===== config.mk =====
export PLATFORM = sky130hd
export DESIGN_NAME = ads1115_scan_sched
export DESIGN_NICKNAME = d
export VERILOG_FILES = /design/src/rtl/ads1115_pkg.sv /design/src/rtl/ads1115_ch_rr.sv /design/src/rtl/ads1115_scan_sched.sv
export SDC_FILE = /design/constraint.sdc
export NUM_CORES = 1
export LEC_CHECK = 0
export BUFFER_PORTS_ARGS = -buffer_cell sky130_fd_sc_hd__clkbuf_2
export CAP_MARGIN = 20
export CORE_UTILIZATION = 50
export DETAILED_ROUTE_END_ITERATION = 8
export GPL_TIMING_DRIVEN = 0
export PLACE_DENSITY = 0.81
export SLEW_MARGIN = 40
export SYNTH_ARGS = -nofsm -noshare
export SYNTH_HDL_FRONTEND = slang
export SYNTH_SLANG_ARGS = --single-unit

===== constraint.sdc =====
create_clock -name clk -period 2.1 [get_ports clk]
set_input_delay 0.105 -clock clk [delete_from_list [all_inputs] [get_ports clk]]
set_output_delay 0.105 -clock clk [all_outputs]
set_load 0.005 [all_outputs]

===== src/rtl/ads1115_pkg.sv =====
// Shared constants, command encodings, scheduler states and the config-word builder for the ADS1115 scan scheduler.
// States for conversion polling exist only when ADS1115_POLL_OS_EN is defined.
package ads1115_pkg;

  localparam logic [6:0] I2C_ADDR    = 7'h48;
  localparam logic [7:0] REG_CONV    = 8'h00;
  localparam logic [7:0] REG_CFG     = 8'h01;
  localparam logic [2:0] MUX_SE_BASE = 3'b100;

  typedef enum logic [1:0] {
    OP_WR3 = 2'd0,
    OP_WR1 = 2'd1,
    OP_RD2 = 2'd2
  } cmd_op_e;

  typedef enum logic [3:0] {
    IDLE,
    CFG_REQ,
    CFG_WAIT,
    CONV,
    PTR_REQ,
    PTR_WAIT,
    RD_REQ,
    RD_WAIT,
    STORE
`ifdef ADS1115_POLL_OS_EN
    ,
    POLL_PTR_REQ,
    POLL_PTR_WAIT,
    POLL_RD_REQ,
    POLL_RD_WAIT
`endif
  } state_e;

  // OS=1 starts a single shot, MODE=1 single-shot, comparator queue disabled
  function automatic logic [15:0] cfg_word(input logic [1:0] ch,
                                           input logic [2:0] pga,
                                           input logic [2:0] dr);
    return {1'b1, MUX_SE_BASE | {1'b0, ch}, pga, 1'b1, dr, 5'b00011};
  endfunction

endpackage


===== src/rtl/ads1115_ch_rr.sv =====
// Channel pointer register with round-robin pick of the next enabled channel.
// sel snaps to the lowest enabled channel >= ptr; adv moves strictly past ptr (wrapping 3->0).
module ads1115_ch_rr
  import ads1115_pkg::*;
#(
  parameter logic [3:0] CH_MASK = 4'b1111
) (
  input  logic       clk,
  input  logic       rst_n,
  input  logic       sel,
  input  logic       adv,
  output logic [1:0] ptr
);

  logic [1:0] ptr_cur;
  logic [1:0] ptr_nxt;

  // Descending scan so the smallest offset from start wins
  function automatic logic [1:0] pick(input logic [1:0] start, input logic [3:0] mask);
    logic [1:0] res;
    logic [1:0] idx;
    res = start;
    for (int k = 3; k >= 0; k--) begin
      idx = start + 2'(k);
      if (mask[idx]) res = idx;
    end
    return res;
  endfunction

  always_comb begin
    ptr_cur = pick(ptr, CH_MASK);
    ptr_nxt = pick(ptr + 2'd1, CH_MASK);
  end

  always_ff @(posedge clk or negedge rst_n) begin
    if (!rst_n)   ptr <= 2'd0;
    else if (adv) ptr <= ptr_nxt;
    else if (sel) ptr <= ptr_cur;
  end

endmodule


===== src/rtl/ads1115_scan_sched.sv =====
// Round-robin single-shot scan of ADS1115 AIN0..AIN3 through a transaction-level I2C engine.
// Define ADS1115_POLL_OS_EN to replace the fixed conversion wait by OS-bit polling with timeout.
module ads1115_scan_sched
  import ads1115_pkg::*;
#(
  parameter int unsigned CONV_WAIT_CYC = 400000,
  parameter logic [3:0]  CH_MASK       = 4'b1111,
  parameter logic [2:0]  PGA           = 3'b010,
  parameter logic [2:0]  DR            = 3'b100,
  parameter int unsigned MAX_RETRY     = 3
) (
  input  logic               clk,
  input  logic               rst_n,
  input  logic               enable,
  output logic               cmd_valid,
  input  logic               cmd_ready,
  output logic [1:0]         cmd_op,
  output logic [23:0]        cmd_data,
  input  logic               rsp_valid,
  input  logic               rsp_nack,
  input  logic [15:0]        rsp_data,
  output logic               sample_valid,
  output logic [1:0]         sample_ch,
  output logic signed [15:0] sample_data,
  output logic               busy,
  output logic               err_nack
);

  localparam int          RW        = $clog2(MAX_RETRY + 2);
  localparam logic [31:0] CONV_LOAD = 32'(CONV_WAIT_CYC - 1);

  state_e          state_q, state_d, nack_ret;
  logic [31:0]     tmr_q, tmr_d;
  logic [RW-1:0]   retry_q, retry_d;
  logic            err_q, err_d;
  logic            en_q;
  logic            sel, adv, cap, nack_evt, skip;
  logic [1:0]      ptr;

  ads1115_ch_rr #(.CH_MASK(CH_MASK)) u_rr (
    .clk   (clk),
    .rst_n (rst_n),
    .sel   (sel),
    .adv   (adv),
    .ptr   (ptr)
  );

  always_comb begin
    state_d   = state_q;
    tmr_d     = tmr_q;
    retry_d   = retry_q;
    err_d     = err_q;
    sel       = 1'b0;
    adv       = 1'b0;
    cap       = 1'b0;
    nack_evt  = 1'b0;
    skip      = 1'b0;
    nack_ret  = IDLE;
    cmd_valid = 1'b0;
    cmd_op    = OP_WR3;
    cmd_data  = 24'h0;

    if (enable && !en_q) err_d = 1'b0;

    case (state_q)
      IDLE: begin
        if (enable && (CH_MASK != 4'b0000)) begin
          sel     = 1'b1;
          state_d = CFG_REQ;
        end
      end
      CFG_REQ: begin
        cmd_valid = 1'b1;
        cmd_op    = OP_WR3;
        cmd_data  = {REG_CFG, cfg_word(ptr, PGA, DR)};
        if (cmd_ready) state_d = CFG_WAIT;
      end
      CFG_WAIT: begin
        if (rsp_valid) begin
          if (rsp_nack) begin
            nack_evt = 1'b1;
            nack_ret = CFG_REQ;
          end else begin
            retry_d = '0;
            tmr_d   = CONV_LOAD;
`ifdef ADS1115_POLL_OS_EN
            state_d = POLL_PTR_REQ;
`else
            state_d = CONV;
`endif
          end
        end
      end
      CONV: begin
        if (tmr_q == 32'd0) state_d = PTR_REQ;
        else                tmr_d   = tmr_q - 32'd1;
      end
      PTR_REQ: begin
        cmd_valid = 1'b1;
        cmd_op    = OP_WR1;
        cmd_data  = {REG_CONV, 16'h0000};
        if (cmd_ready) state_d = PTR_WAIT;
      end
      PTR_WAIT: begin
        if (rsp_valid) begin
          if (rsp_nack) begin
            nack_evt = 1'b1;
            nack_ret = PTR_REQ;
          end else begin
            retry_d = '0;
            state_d = RD_REQ;
          end
        end
      end
      RD_REQ: begin
        cmd_valid = 1'b1;
        cmd_op    = OP_RD2;
        if (cmd_ready) state_d = RD_WAIT;
      end
      RD_WAIT: begin
        if (rsp_valid) begin
          if (rsp_nack) begin
            nack_evt = 1'b1;
            nack_ret = RD_REQ;
          end else begin
            retry_d = '0;
            cap     = 1'b1;
            state_d = STORE;
          end
        end
      end
      STORE: begin
        adv     = 1'b1;
        state_d = enable ? CFG_REQ : IDLE;
      end
`ifdef ADS1115_POLL_OS_EN
      // Timer runs across the whole poll loop; expiry is only acted on between transactions
      POLL_PTR_REQ: begin
        cmd_valid = 1'b1;
        cmd_op    = OP_WR1;
        cmd_data  = {REG_CFG, 16'h0000};
        if (tmr_q != 32'd0) tmr_d = tmr_q - 32'd1;
        if (cmd_ready) state_d = POLL_PTR_WAIT;
      end
      POLL_PTR_WAIT: begin
        if (tmr_q != 32'd0) tmr_d = tmr_q - 32'd1;
        if (rsp_valid) begin
          if (rsp_nack) begin
            nack_evt = 1'b1;
            nack_ret = POLL_PTR_REQ;
          end else begin
            retry_d = '0;
            state_d = POLL_RD_REQ;
          end
        end
      end
      POLL_RD_REQ: begin
        cmd_valid = 1'b1;
        cmd_op    = OP_RD2;
        if (tmr_q != 32'd0) tmr_d = tmr_q - 32'd1;
        if (cmd_ready) state_d = POLL_RD_WAIT;
      end
      POLL_RD_WAIT: begin
        if (tmr_q != 32'd0) tmr_d = tmr_q - 32'd1;
        if (rsp_valid) begin
          if (rsp_nack) begin
            nack_evt = 1'b1;
            nack_ret = POLL_RD_REQ;
          end else begin
            retry_d = '0;
            if (rsp_data[15])         state_d = PTR_REQ;
            else if (tmr_q == 32'd0)  skip    = 1'b1;
            else                      state_d = POLL_PTR_REQ;
          end
        end
      end
`endif
      default: state_d = IDLE;
    endcase

    if (nack_evt) begin
      if (retry_q >= RW'(MAX_RETRY)) begin
        skip = 1'b1;
      end else begin
        retry_d = retry_q + 1'b1;
        state_d = nack_ret;
      end
    end

    // Give up on this channel and move on
    if (skip) begin
      err_d   = 1'b1;
      retry_d = '0;
      adv     = 1'b1;
      state_d = enable ? CFG_REQ : IDLE;
    end
  end

  always_ff @(posedge clk or negedge rst_n) begin
    if (!rst_n) begin
      state_q     <= IDLE;
      tmr_q       <= 32'd0;
      retry_q     <= '0;
      err_q       <= 1'b0;
      en_q        <= 1'b0;
      sample_ch   <= 2'd0;
      sample_data <= 16'sd0;
    end else begin
      state_q <= state_d;
      tmr_q   <= tmr_d;
      retry_q <= retry_d;
      err_q   <= err_d;
      en_q    <= enable;
      if (cap) begin
        sample_ch   <= ptr;
        sample_data <= rsp_data;
      end
    end
  end

  assign sample_valid = (state_q == STORE);
  assign busy         = (state_q != IDLE);
  assign err_nack     = err_q;

endmodule

==> flow_summary_export.csv <==
group,metric,value,unit
routing,drt_wl_total,10900,µm
floorplan,start_util,52.4,%
final_layout,areaGrowthSynthToFinish,47.6,%
grt,first_global_vias,3333,
job,cap_violations,0,
routing,ant_nets,0,
yosys,synthesis.area_per_instance,9.93,µm²
final_layout,n_antenna_cell,0,
grt,grt_first_pass_wirelength,15800,µm
sta,worst_clock_skew,21.0,ps
floorplan,dieArea,7070,µm²
clock_tree,clk-insertion-delay-late,370,ps
sta,timing.slew.headroom,51.7,%
clock_tree,numClockSinks,61,
floorplan,die_h,84.1,µm
final_layout,layout_commonest_cell,"dfrtp_1",
pwr,vdd.ir_drop.worst,0.897,mV
placed_design,port-buffer-count,55,
yosys,syn_area,3370,µm²
grt,grtUsageTotal,28.5,%
clock_tree,numCtsBuffers,9,
final_layout,finalNetCount,498,
grt,largest_net_degree_at_the_start_of_global_routing,42,
sta,final_critical_path_setup_slack,-376,ps
routing,firstDrtPassIters,7,
yosys,synthFlopType,"dfrtp_1",
sta,final_period_minus_worst_setup_slack,2480,ps
clock_tree,htree_num_levels,3,
sta,fmax,404,MHz
yosys,ys_seq_area_share,45.3,%
final_layout,final_layout_size_suffix_gt1_share,48.0,%
sta,totalNegativeSetupSlack,-8170,ps
sta,finalSetupViolations,35,
critical_path,worst-r2r-cell-count,7,
sta,setup_repair_after_global_routing_missed_its_margin,"yes",
clock_tree,cts.clk_slew.worst_paths,80,ps
yosys,yosys_register_bits,61,
critical_path,worst-setup-path-type,"reg -> reg",
sta,final-hold-violation-count,0,
routing,detailroute.via_count,3435,
sta,slew_viol_final,0,
floorplan,rows,29,
min_path,worstHoldEndpoint,"sample_data[7]$_DFFE_PN0P_",
critical_path,worstSetupStartpoint,"tmr_q[15]$_DFFE_PN0P_",
grt,grt_antenna_before_repair,0,
routing,drc,8,
pwr,leakagePower,0.00224,µW
grt,gr_overflow_total,0,
critical_path,timing.critical_path.slowest_cell_delay,570,ps
critical_path,r2r_path_start,"tmr_q[15]$_DFFE_PN0P_",
sta,timing.final.crit_share,118,%
critical_path,worst-endpoint-required,2340,ps
routing,routed_wire_length_per_instance,19.6,µm
min_path,hold-path-cell-count,2,
placed_design,dp_hpwl,5500,µm
routing,detailed_route_iter0_violations,432,
sta,tightest_slew,724,ps
critical_path,timing.critical_path.cells,"or4_4, buf_6, or2_4, or3_4, buf_8, and4_1, o21ai_0",
placed_design,gp_routability_congestion,0.866,
yosys,post_synth_inst_count,339,
routing,drt-vias-per-instance,6.20,
yosys,synth_edf_count,0,
pwr,power.density,926,nW/µm²
yosys,number_of_warnings_reported_in_the_yosys_synthesis_log,0,
yosys,netlist-cell-type-count,50,
floorplan,die-width,84.1,µm
clock_tree,tritoncts,"built",
yosys,asyncSetResetFlopFracSynth,100,%
min_path,hp-start,"rsp_data[7]",
critical_path,timing.critical_path.fanout_max,5,
pwr,total_power,4600,µW
clock_tree,cts_buffer_depth,2,
status,violations,"design-rule violations, negative setup slack",
floorplan,core_region_area,6420,µm²
final_layout,most-common-layout-cells,"dfrtp_1 (58), clkbuf_2 (57), buf_4 (51), mux2_2 (18), nand2_1 (17)",
clock_tree,clock-root-buffer,"clkbuf_8",
status,outcome,"complete, but fails checks",
critical_path,arrival,2710,ps
critical_path,rr_endpoint,"tmr_q[2]$_DFFE_PN0P_",
critical_path,setup.worst_path.start_class,"register",
floorplan,i_o_pin_total,70,
critical_path,worstSetupEndpointType,"register",
critical_path,r2r_setup_slack,-380,ps
critical_path,slowest_stage,"or4_4",
min_path,holdCritPathClass,"in -> reg",
stage by stage:
stage | utilization, % | instance area [µm²] | worst slack (ps) | std cells | hold slack (ps)
floorplan | - | 3450 | -233 | 352 | -191
global placement | 59.5 | 3820 | -548 | 484 | 244
detailed placement | 59.9 | 3850 | -567 | 485 | 41.4
CTS | 71.5 | 4590 | -305 | 539 | 4.41
global route | 77.4 | 4970 | -504 | 554 | 5.41
finish | 77.4 | 4970 | -376 | 554 | 11.3
cells by family after synthesis:
| family | after synthesis | synth area share [%] |
|---|---|---|
| AO/OA/AOI/OAI | 64 | 12.2 |
| adder cells (fa/ha/maj) | 4 | 1.49 |
| multiplexers | 25 | 8.10 |
| other | 1 | 0.111 |
| flip-flops | 61 | 45.3 |
| buffers and inverters | 47 | 7.69 |
| AND/OR/NAND/NOR | 135 | 24.5 |
| XOR/XNOR | 2 | 0.520 |
cells in the mapped netlist (3+ instances only):
library cell / instances / area share [%]
nor2_1: 10 / 1.1
o211ai_1: 3 / 0.67
buf_2: 3 / 0.45
ha_1: 4 / 1.5
or3_1: 12 / 2.2
nor2b_1: 3 / 0.56
or3b_2: 3 / 0.78
a21oi_1: 13 / 1.9
or4_1: 20 / 4.5
nand2b_1: 3 / 0.56
nor3_1: 15 / 2.2
inv_1: 10 / 1.1
and4_1: 3 / 0.78
mux2i_1: 7 / 2.1
mux2_2: 18 / 6.0
o31ai_1: 11 / 2.5
o21ai_0: 18 / 2.7
buf_4: 21 / 4.7
a31oi_1: 4 / 0.74
or2_2: 5 / 0.93
nand2_1: 20 / 2.2
nand4_1: 5 / 0.93
nor4_1: 5 / 0.93
clkbuf_1: 11 / 1.2
nand3_1: 14 / 2.1
and2_1: 3 / 0.56
dfrtp_1: 61 / 45
layer usage:
layer	global-route usage, %	vias up	share of wire (%)
li1	-	1511	-
met4	14.4	0	6.1
met1	34.3	1617	38
met3	8.80	83	8.5
met2	46.3	224	48
met5	0	-	0
worst max-delay path: cells and delay by family (launching register included):
family,cells,cell delay [ps]
AND/OR/NAND/NOR,4,1440
flip-flops,1,390
buffers and inverters,2,290
AO/OA/AOI/OAI,1,240
power breakdown:
part | switching [µW] | total [µW] | internal (µW)
Sequential | 235 | 1600 | 1360
Combinational | 926 | 1670 | 747
Clock | 536 | 1330 | 794
Total | 1700 | 4600 | 2900
layout make-up:
class,instances,area [µm²]
Clock inverter,7,124
Clock buffer,9,124
Multi-Input combinational cell,244,1980
Sequential cell,61,1530
Inverter,10,37.5
Timing Repair Buffer,113,828
Tap cell,77,96.3
Buffer,33,245
Fill cell,362,1450
flip-flops by register name, summed over array words and instances, names as in the netlist:
name	flops
sample_ch	2
state_q	4
tmr_q	32
sample_data	16
err_nack	1
en_q	1
u_rr.ptr	2
retry_q	3
repair_timing:
item,in CTS,in global routing
endpoints found under the hold margin,62,0
pin swaps,19,28
endpoints found under the setup margin,68,64
hold buffers,16,0
setup buffers,23,15
gates resized for setup,35,73
cloned,2,1
how the worst max path moves through the flow:
| stage | endpoint |
|---|---|
| 3_5_place_dp | state_q[2]$_DFF_PN0_ |
| 2_1_floorplan | tmr_q[29]$_DFFE_PN0P_ |
| 6_report | tmr_q[2]$_DFFE_PN0P_ |
| 3_3_place_gp | tmr_q[4]$_DFFE_PN0P_ |
| 4_1_cts | tmr_q[29]$_DFFE_PN0P_ |
| 5_1_grt | tmr_q[2]$_DFFE_PN0P_ |
Power figures use the tool's default switching activity.
